[src/rtl/gb_fetch_pkg.sv]
// rtl/gb_fetch_pkg.sv - shared types and defaults for the instruction fetch stage
// Purpose: fetch FSM state encoding, default prefetch depth and the opcode type
//          shared between the fetch stage and the processor interface.
// Ports:   none (package).
package gb_fetch_pkg;

  typedef enum logic [1:0] {
    IDLE  = 2'd0,
    FETCH = 2'd1,
    DRAIN = 2'd2,
    DONE  = 2'd3
  } fetch_state_t;

  localparam int FETCH_DEPTH_DEFAULT = 4;

  typedef logic [7:0] opcode_t;

endpackage

[src/rtl/gb_fetch_fifo.sv]
// rtl/gb_fetch_fifo.sv - prefetch FIFO with a registered head output
// Purpose: buffers opcode bytes returned by the ROM; the head entry is held in
//          an output register so instruction/valid come straight from flops.
// Ports:   clk_i, rst_ni (async, active-low)
//          push_i, wdata_i    write one byte
//          pop_i              consumer ready; a pop happens only while valid_o=1
//          count_o            entries held, head included
//          data_o, valid_o    registered head byte and its valid flag
module gb_fetch_fifo
  import gb_fetch_pkg::*;
#(
  parameter int DEPTH = FETCH_DEPTH_DEFAULT
) (
  input  logic                   clk_i,
  input  logic                   rst_ni,
  input  logic                   push_i,
  input  logic [7:0]             wdata_i,
  input  logic                   pop_i,
  output logic [$clog2(DEPTH):0] count_o,
  output logic [7:0]             data_o,
  output logic                   valid_o
);

  localparam int AW = $clog2(DEPTH);
  localparam int CW = AW + 1;

  opcode_t         mem_q [DEPTH];
  logic [AW-1:0]   wr_ptr_q, rd_ptr_q, rd_ptr_d;
  logic [CW-1:0]   count_q, count_d, count_after_pop;
  opcode_t         data_q, data_d;
  logic            valid_q;
  logic            pop;

  assign pop = valid_q && pop_i;

  // The head register always mirrors mem_q[rd_ptr_q]; when the FIFO is about
  // to be empty apart from an incoming byte, that byte bypasses into the head.
  always_comb begin
    rd_ptr_d        = rd_ptr_q + AW'(pop);
    count_after_pop = count_q - CW'(pop);
    count_d         = count_after_pop + CW'(push_i);
    data_d          = data_q;
    if (count_after_pop == '0) begin
      if (push_i) data_d = wdata_i;
    end else begin
      data_d = mem_q[rd_ptr_d];
    end
  end

  always_ff @(posedge clk_i) begin
    if (push_i) mem_q[wr_ptr_q] <= wdata_i;
  end

  always_ff @(posedge clk_i or negedge rst_ni) begin
    if (!rst_ni) begin
      wr_ptr_q <= '0;
      rd_ptr_q <= '0;
      count_q  <= '0;
      data_q   <= '0;
      valid_q  <= 1'b0;
    end else begin
      wr_ptr_q <= wr_ptr_q + AW'(push_i);
      rd_ptr_q <= rd_ptr_d;
      count_q  <= count_d;
      data_q   <= data_d;
      valid_q  <= (count_d != '0);
    end
  end

  assign count_o = count_q;
  assign data_o  = data_q;
  assign valid_o = valid_q;

endmodule

[src/rtl/gb_instr_fetch.sv]
// rtl/gb_instr_fetch.sv - ROM-backed instruction fetch stage feeding gbprocessor
// Purpose: on start, reads length bytes from start_addr out of a one-cycle ROM,
//          buffers them and streams them out under a valid/ready handshake.
// Ports:   clock, reset (async, active-low)
//          start, start_addr, length   command, sampled only in IDLE
//          mem_rd, mem_addr, mem_rdata ROM port, data one cycle after mem_rd
//          instruction, valid, ready   opcode stream
//          busy, done                  status; done pulses after last transfer
module gb_instr_fetch
  import gb_fetch_pkg::*;
#(
  parameter int DEPTH  = FETCH_DEPTH_DEFAULT,
  parameter int ADDR_W = 16
) (
  input  logic              clock,
  input  logic              reset,
  input  logic              start,
  input  logic [ADDR_W-1:0] start_addr,
  input  logic [ADDR_W-1:0] length,
  output logic              mem_rd,
  output logic [ADDR_W-1:0] mem_addr,
  input  logic [7:0]        mem_rdata,
  output logic [7:0]        instruction,
  output logic              valid,
  input  logic              ready,
  output logic              busy,
  output logic              done
);

  localparam int CW = $clog2(DEPTH) + 1;

  fetch_state_t      state_q;
  logic [ADDR_W-1:0] pc_q, remaining_q;
  logic              inflight_q;
  logic              busy_q, done_q;
  logic [CW-1:0]     fifo_count;
  logic              issue, pop, drained;

  // Credit check: a read is issued only if the byte it returns is guaranteed
  // a free FIFO slot, counting the read already on its way back.
  assign issue = (state_q == FETCH) && (remaining_q != '0) &&
                 ((fifo_count + CW'(inflight_q)) < CW'(DEPTH));
  assign pop   = valid && ready;
  // FIFO will be empty after this edge and nothing is coming back from ROM.
  assign drained = !inflight_q && ((fifo_count - CW'(pop)) == '0);

  assign mem_rd   = issue;
  assign mem_addr = issue ? pc_q : '0;

  always_ff @(posedge clock or negedge reset) begin
    if (!reset) begin
      state_q     <= IDLE;
      pc_q        <= '0;
      remaining_q <= '0;
      inflight_q  <= 1'b0;
      busy_q      <= 1'b0;
      done_q      <= 1'b0;
    end else begin
      inflight_q <= issue;
      done_q     <= 1'b0;
      case (state_q)
        IDLE: begin
          if (start) begin
            pc_q        <= start_addr;
            remaining_q <= length;
            busy_q      <= 1'b1;
            if (length == '0) begin
              state_q <= DONE;
              done_q  <= 1'b1;
            end else begin
              state_q <= FETCH;
            end
          end
        end
        FETCH: begin
          if (issue) begin
            pc_q        <= pc_q + ADDR_W'(1);
            remaining_q <= remaining_q - ADDR_W'(1);
            if (remaining_q == ADDR_W'(1)) state_q <= DRAIN;
          end
        end
        DRAIN: begin
          if (drained) begin
            state_q <= DONE;
            done_q  <= 1'b1;
          end
        end
        DONE: begin
          state_q <= IDLE;
          busy_q  <= 1'b0;
        end
        default: state_q <= IDLE;
      endcase
    end
  end

  gb_fetch_fifo #(
    .DEPTH (DEPTH)
  ) u_fifo (
    .clk_i   (clock),
    .rst_ni  (reset),
    .push_i  (inflight_q),
    .wdata_i (mem_rdata),
    .pop_i   (ready),
    .count_o (fifo_count),
    .data_o  (instruction),
    .valid_o (valid)
  );

  assign busy = busy_q;
  assign done = done_q;

endmodule

[config.mk]
export PLATFORM = sky130hd
export DESIGN_NAME = gb_instr_fetch
export DESIGN_NICKNAME = d
export VERILOG_FILES = /design/src/rtl/gb_fetch_pkg.sv /design/src/rtl/gb_fetch_fifo.sv /design/src/rtl/gb_instr_fetch.sv
export SDC_FILE = /design/constraint.sdc
export NUM_CORES = 1
export LEC_CHECK = 0
export CELL_PAD_IN_SITES_DETAIL_PLACEMENT = 2
export CELL_PAD_IN_SITES_GLOBAL_PLACEMENT = 2
export CORE_MARGIN = 5
export CORE_UTILIZATION = 37
export DETAILED_ROUTE_END_ITERATION = 8
export GPL_ROUTABILITY_DRIVEN = 1
export PLACE_DENSITY = 0.95
export SYNTH_ARGS = -nofsm -noshare
export SYNTH_HDL_FRONTEND = slang
export SYNTH_SLANG_ARGS = --single-unit
export TNS_END_PERCENT = 10
[constraint.sdc]
create_clock -name clock -period 4.74 [get_ports clock]
set_input_delay 0.474 -clock clock [delete_from_list [all_inputs] [get_ports clock]]
set_output_delay 0.474 -clock clock [all_outputs]
set_load 0.05 [all_outputs]
==> metrics, run 1 <==
postcts setup bufs=0; final routed DRC violation total=0; # rows=39; max-cap violations=0; 1st-pass router iterations=4; FILL cells=1233; Post-Route WL=14000 µm; vias per inst=5.90; worst clock skew=0.00724 ns; critical path endpoint=state_q[1]; Die Footprint=14100 µm²; post-CTS resize count=0; Crit path depth=9; total CTS buffers=9; Buf+Inv Stages, Crit Path=1; final-report max-slew violation count=0; Core ar.=11500 µm²; CTS root buf=clkbuf_16; Main synth FF type=dfrtp_1; Reg2Reg Depth=8; height of the chip=119 µm; crit-path max FO=18; dpl hpwl=9600 µm; WHS=0.258 ns; first-pass GRT wire length=22800 µm; NumNets Final=536; Setup crit start=ready; Synth Cell Area=4370 µm²; top-count cell post-synth=dfrtp_1; RSZ-0062 raised after global routing=no; Synth Warn #=0; CP most frequent cell=ha_1; Skew-Pair Late Insertion Delay=0.35 ns; Final Hold Viols=0; Peak Freq=318 MHz; DR iter-0 viols=170; vias in the first global route=4205; slowest stage delay, CP=0.65 ns; reg-to-reg critical path startpoint=u_fifo.valid_o; Power per Cell Area=757 nW/µm²; Layout Utilization=0.474; post-synth top area cell=dfrtp_1; antenna cells=0; #FFs+latches synth=85; largest net degree at the start of global routing=54; worst rel slew slack=0.190; R2R Setup Slk=1.71 ns; global route total overflow=0; CTS hold repair buffers=0; leakage power=0.00211 µW; initial antenna violation count=0; layout cell share with drive strength beyond 1=0.114; vias=3697; routability congestion estimate=0.790; CTS tree=yes; Worst EP arrival=3.41 ns; Slew @ Worst Pin=1.21 ns; synth unique cells=57; number of buffers added on ports=71; period utilization=0.664; CTS HTree Levels=3; worst min path class=in -> async; Startpoint Class=input pin; final worst path period need=3.15 ns; maximum vdd drop=0.303 mV; total track usage=0.206; cell family with most CP delay=simple AND/OR/NAND/NOR gates; worst path required time=5.00 ns; area growth from synthesis to layout=25.0%; EDFF count, synth=32; async set or reset register ratio after synthesis=0.624; syn avg cell area=10.6 µm²; r2r endpoint=state_q[1]; Post-Synthesis Cells=411; antenna-violating nets left=0; CTS Buffer Depth=2; DR WL/cell=22.3 µm; IO Count=72; sequential share of the synthesized area=0.523; Yosys top cell area share=0.304; top cells by count, synth=dfrtp_1, nor2_1, a21oi_1; top cells by area, synth=dfrtp_1, edfxtp_1, a21oi_1; total negative slack=0 ns; Starting Density=0.379; Clock Sink Count=85; # setup viols final=0; net count after synthesis=468; Crit. End Element=flop; Reg clk slew, reported paths=0.07 ns; slowest CP cell=and3_1; Power Total=4140 µW; outcome=complete, no violations; Die Wd=119 µm; CP Cell Sequence=clkdlybuf4s50_1, and2_1, ha_1, ha_1, xnor2_1, and3_1, a21boi_0, a2111oi_2, mux2i_1; Crit Path Class=in -> reg
flip-flops by register name, indices dropped and copies added (netlist names):
name,cells
remaining_q,16
pc_q,16
inflight_q,1
done,1
u_fifo.mem_q,32
u_fifo.count_o,3
u_fifo.valid_o,1
u_fifo.wr_ptr_q,2
u_fifo.rd_ptr_q,2
u_fifo.data_o,8
busy,1
state_q,2
worst min-delay path by stage:
| stage | cells past startpoint | startpoint | to | slack (ns) |
|---|---|---|---|---|
| after global placement | 1 | u_fifo.wr_ptr_q[1] | u_fifo.wr_ptr_q[1] | 0.51 |
| after floorplan | 0 | reset | busy | 0.18 |
| after CTS | 2 | reset | u_fifo.rd_ptr_q[0] | 0.30 |
| after global routing | 2 | reset | u_fifo.count_o[2] | 0.34 |
| final | 2 | reset | u_fifo.count_o[2] | 0.26 |
| after detailed placement | 2 | pc_q[9] | pc_q[9] | 0.54 |
placed cells by master, fill, tap and decap left out, types with 3 or more instances in the layout:
| cell type | n |
|---|---|
| mux2i_1 | 12 |
| clkbuf_16 | 9 |
| or3_1 | 4 |
| o21ai_0 | 13 |
| and4_1 | 3 |
| clkdlybuf4s50_1 | 53 |
| a31oi_1 | 4 |
| o32ai_1 | 6 |
| mux4_2 | 8 |
| o22ai_1 | 9 |
| a211o_1 | 3 |
| ha_1 | 13 |
| a211oi_1 | 3 |
| nor4_1 | 7 |
| nor3_1 | 8 |
| edfxtp_1 | 32 |
| inv_1 | 16 |
| nand4_1 | 6 |
| and2_1 | 17 |
| nand2_1 | 30 |
| and3_1 | 7 |
| a21oi_1 | 41 |
| nor2_1 | 46 |
| nand3_1 | 13 |
| buf_4 | 22 |
| dfrtp_1 | 53 |
power by group:
| part | switching (µW) | total [µW] | internal [µW] | leakage [µW] |
|---|---|---|---|---|
| logic | 1290 | 2050 | 752 | 0.00107 |
| clock network | 310 | 720 | 410 | 0.000144 |
| registers | 323 | 1370 | 1050 | 0.000898 |
| total | 1930 | 4140 | 2210 | 0.00211 |
area by class of cell:
type,instances,area [µm²],share of cell area
sequential,85,2290,0.419
multi-input combinational,290,1930,0.354
timing repair buffer,76,701,0.128
clock buffer,9,225,0.0412
tap,143,179,0.0328
clock inverter,7,72.6,0.0133
inverter,17,63.8,0.0117
worst register-to-register path, stage by stage, from the launching register on:
cell and delay (ns):
dfrtp_1 0.38, and2_1 0.18, ha_1 0.19, ha_1 0.20
xnor2_1 0.26, and3_1 0.65, a21boi_0 0.25, a2111oi_2 0.54
mux2i_1 0.29
stage by stage:
stage               cells  worst slack (ns)  area [µm²]
floorplan             411              1.82        4370
global placement      611              1.61        5160
detailed placement    611              1.37        5160
CTS                   627              1.54        5460
global route          627              1.39        5460
finish                627              1.59        5460
kinds of logic after synthesis:
kind of cell | count (synthesis) | synth area share
muxes | 20 | 0.0687
and+or+nand+nor | 153 | 0.181
adders and majority gates | 13 | 0.0372
DFF | 85 | 0.523
xor gates and xnor gates | 4 | 0.00802
buffers and inverters | 36 | 0.0338
AOI/OAI and AO/OA | 100 | 0.148
routing by layer:
metal	GRT usage	part of all wire	routed length, µm	up-vias
met4	0.0550	0.016	223	0
met5	0	0	0	-
li1	-	-	-	1673
met1	0.245	0.42	5860	1918
met2	0.373	0.53	7400	87
met3	0.0473	0.035	488	19
(Power assumes the default switching activity.)
==> run 2: changes to the inputs <==
--- a/config.mk
+++ b/config.mk
@@ -8,10 +8,10 @@
 export CELL_PAD_IN_SITES_DETAIL_PLACEMENT = 2
 export CELL_PAD_IN_SITES_GLOBAL_PLACEMENT = 2
 export CORE_MARGIN = 5
-export CORE_UTILIZATION = 37
+export CORE_UTILIZATION = 34
 export DETAILED_ROUTE_END_ITERATION = 8
 export GPL_ROUTABILITY_DRIVEN = 1
-export PLACE_DENSITY = 0.95
+export PLACE_DENSITY = 0.9
 export SYNTH_ARGS = -nofsm -noshare
 export SYNTH_HDL_FRONTEND = slang
 export SYNTH_SLANG_ARGS = --single-unit
==> constraint.sdc (replaced) <==
create_clock -name clock -period 3.1 [get_ports clock]
set_input_delay 0.31 -clock clock [delete_from_list [all_inputs] [get_ports clock]]
set_output_delay 0.31 -clock clock [all_outputs]
set_load 0.05 [all_outputs]
==> run 2 against run 1 <==
Compared with the run above:
- cell area up 5.2%
- via count down 1.5%
- total power up 59%
- die area up 8.1%
- clock skew up 0.0052 ns
- routed wire length down 1.1%
- clock-buffer cell count up 1
- combinational power up 64%
- critical path depth down 3
==> metrics, run 2 (synthesized netlist as in run 1, its figures left out) <==
outcome=complete, no violations; maximum vdd drop=0.509 mV (+68%); CTS root buf=clkbuf_16; commonest cells after routing, fill and taps aside=dfrtp_1, clkdlybuf4s50_1, nor2_1; CTS hold repair buffers=0 (unchanged); total CTS buffers=9 (unchanged); Peak Freq=360 MHz; final-report max-slew violation count=0 (unchanged); CTS Buffer Depth=2 (unchanged); worst rel slew slack=0.495 (+0.305); IO Count=72 (unchanged); Skew-Pair Late Insertion Delay=0.35 ns (about the same); total negative slack=0 ns (unchanged); DR iter-0 viols=160 (-5.9%); first-pass GRT wire length=22500 µm (-1.7%); RSZ-0062 raised after global routing=no; slowest stage delay, CP=0.82 ns (+0.17 ns); max-cap violations=0 (unchanged); area growth from synthesis to layout=31.6%; Slew @ Worst Pin=0.755 ns (-0.456 ns); CTS tree=yes; Post-Route WL=13800 µm (-1.1%); global route total overflow=0 (unchanged); final routed DRC violation total=0 (unchanged); Die Wd=123 µm (+4.0%); layout cell share with drive strength beyond 1=0.123 (+0.00906); largest registers=u_fifo.mem_q (32), pc_q (16), remaining_q (16); NumNets Final=541 (+0.93%); Crit Path Class=reg -> out; Clock Sink Count=85 (unchanged); Die Footprint=15200 µm² (+8.1%); dpl hpwl=10100 µm (+5.5%); 1st-pass router iterations=4 (unchanged); leakage power=0.00219 µW (+3.6%); Worst EP arrival=2.47 ns (-0.94 ns); Core ar.=12600 µm² (+9.6%); Final Hold Viols=0 (unchanged); worst clock skew=0.0125 ns (+0.00522 ns); worst path required time=2.79 ns (-2.21 ns); CTS HTree Levels=3 (unchanged); vias=3640 (-1.5%); DR WL/cell=20.9 µm (-6.2%); crit-path max FO=18 (unchanged); postcts setup bufs=0 (unchanged); slowest CP cell=dfrtp_1; setup slack after layout=0.323 ns (-1.27 ns); final worst path period need=2.78 ns; # rows=41 (+5.1%); Power per Cell Area=1140 nW/µm² (+51%); number of buffers added on ports=71 (unchanged); post-place setup slack=0.464 ns (-0.902 ns); FILL cells=1330 (+7.9%); height of the chip=123 µm (+4.0%); routability congestion estimate=0.763 (-3.4%); # setup viols final=0 (unchanged); post-CTS resize count=0 (unchanged); CP Cell Sequence=nand4_1, a21o_1, a31oi_1, buf_4, and2_1, buf_12; largest net degree at the start of global routing=54 (unchanged); antenna cells=0 (unchanged); period utilization=0.896; antenna-violating nets left=0 (unchanged); max FFs per register=32 (unchanged); Starting Density=0.346 (-0.0332); Crit. End Element=output pin; Reg with most FFs=u_fifo.mem_q; Reg clk slew, reported paths=0.07 ns (about the same); vias per inst=5.51 (-6.6%); vias in the first global route=4095 (-2.6%); worst min path class=in -> async; total track usage=0.195 (-0.0109); initial antenna violation count=0 (unchanged); Startpoint Class=flop
==> run 2: power by group <==
part           internal [µW]  switching, µW  total [µW]  leakage [µW]
Combinational           1380           1980        3360       0.00114
Sequential              1600            485        2090      0.000898
Clock                    632            477        1110      0.000144
==> run 2: routing by layer <==
| layer | routed length (µm) | global-route usage | vias up |
|---|---|---|---|
| met4 | 212 | 0.0588 | 0 |
| met1 | 5670 | 0.226 | 1873 |
| li1 | - | - | 1678 |
| met5 | 0 | 0 | - |
| met3 | 463 | 0.0389 | 17 |
| met2 | 7480 | 0.361 | 72 |
==> run 2: final timing paths <==
path	cells past startpoint	slack (ns)	startpoint	end
worst min-delay path	2	0.10	reset	remaining_q[11]
worst max register to register	6	0.59	inflight_q	remaining_q[4]
max in group asynchronous	2	2.49	reset	u_fifo.wr_ptr_q[1]
min in group clock	2	0.55	pc_q[9]	pc_q[9]
worst min register to register	2	0.55	pc_q[9]	pc_q[9]
worst max-delay path	6	0.32	inflight_q	mem_addr[4]
==> run 2: through the flow <==
stage	total power [µW]	instance area [µm²]	hold slack [ns]	util	instances
CTS	6640	5750	0.126	0.456	661
global route	7010	5750	0.161	0.456	661
detailed placement	5500	5450	0.511	0.432	645
floorplan	4180	4370	0.0144	-	411
finish	6560	5750	0.103	0.456	661
global placement	5180	5450	0.499	0.432	645
==> run 2: final cells by class <==
class                   instances  area [µm²]  area share
clock buffers                  10         229      0.0398
repair buffers                 81         951       0.165
clock inverters                 6        68.8      0.0120
well taps                     172         215      0.0374
flip-flops and latches         85        2290       0.398
multi-input cells             290        1930       0.336
inverters                      17        63.8      0.0111
==> run 2: critical path, delay by kind of cell, from the launching register on <==
family          cells  cell delay, ns
simple gates        2            0.45
buf+inv             2            0.40
compound gates      2            0.42
flops               1            0.82
==> run 3: changes to the inputs <==
--- a/config.mk
+++ b/config.mk
@@ -12,6 +12,7 @@
 export DETAILED_ROUTE_END_ITERATION = 8
 export GPL_ROUTABILITY_DRIVEN = 1
 export PLACE_DENSITY = 0.9
+export SLEW_MARGIN = 20
 export SYNTH_ARGS = -nofsm -noshare
 export SYNTH_HDL_FRONTEND = slang
 export SYNTH_SLANG_ARGS = --single-unit
==> results of run 3 <==
Same layout as run 2: the final DEF is identical, and so are final timing and power.
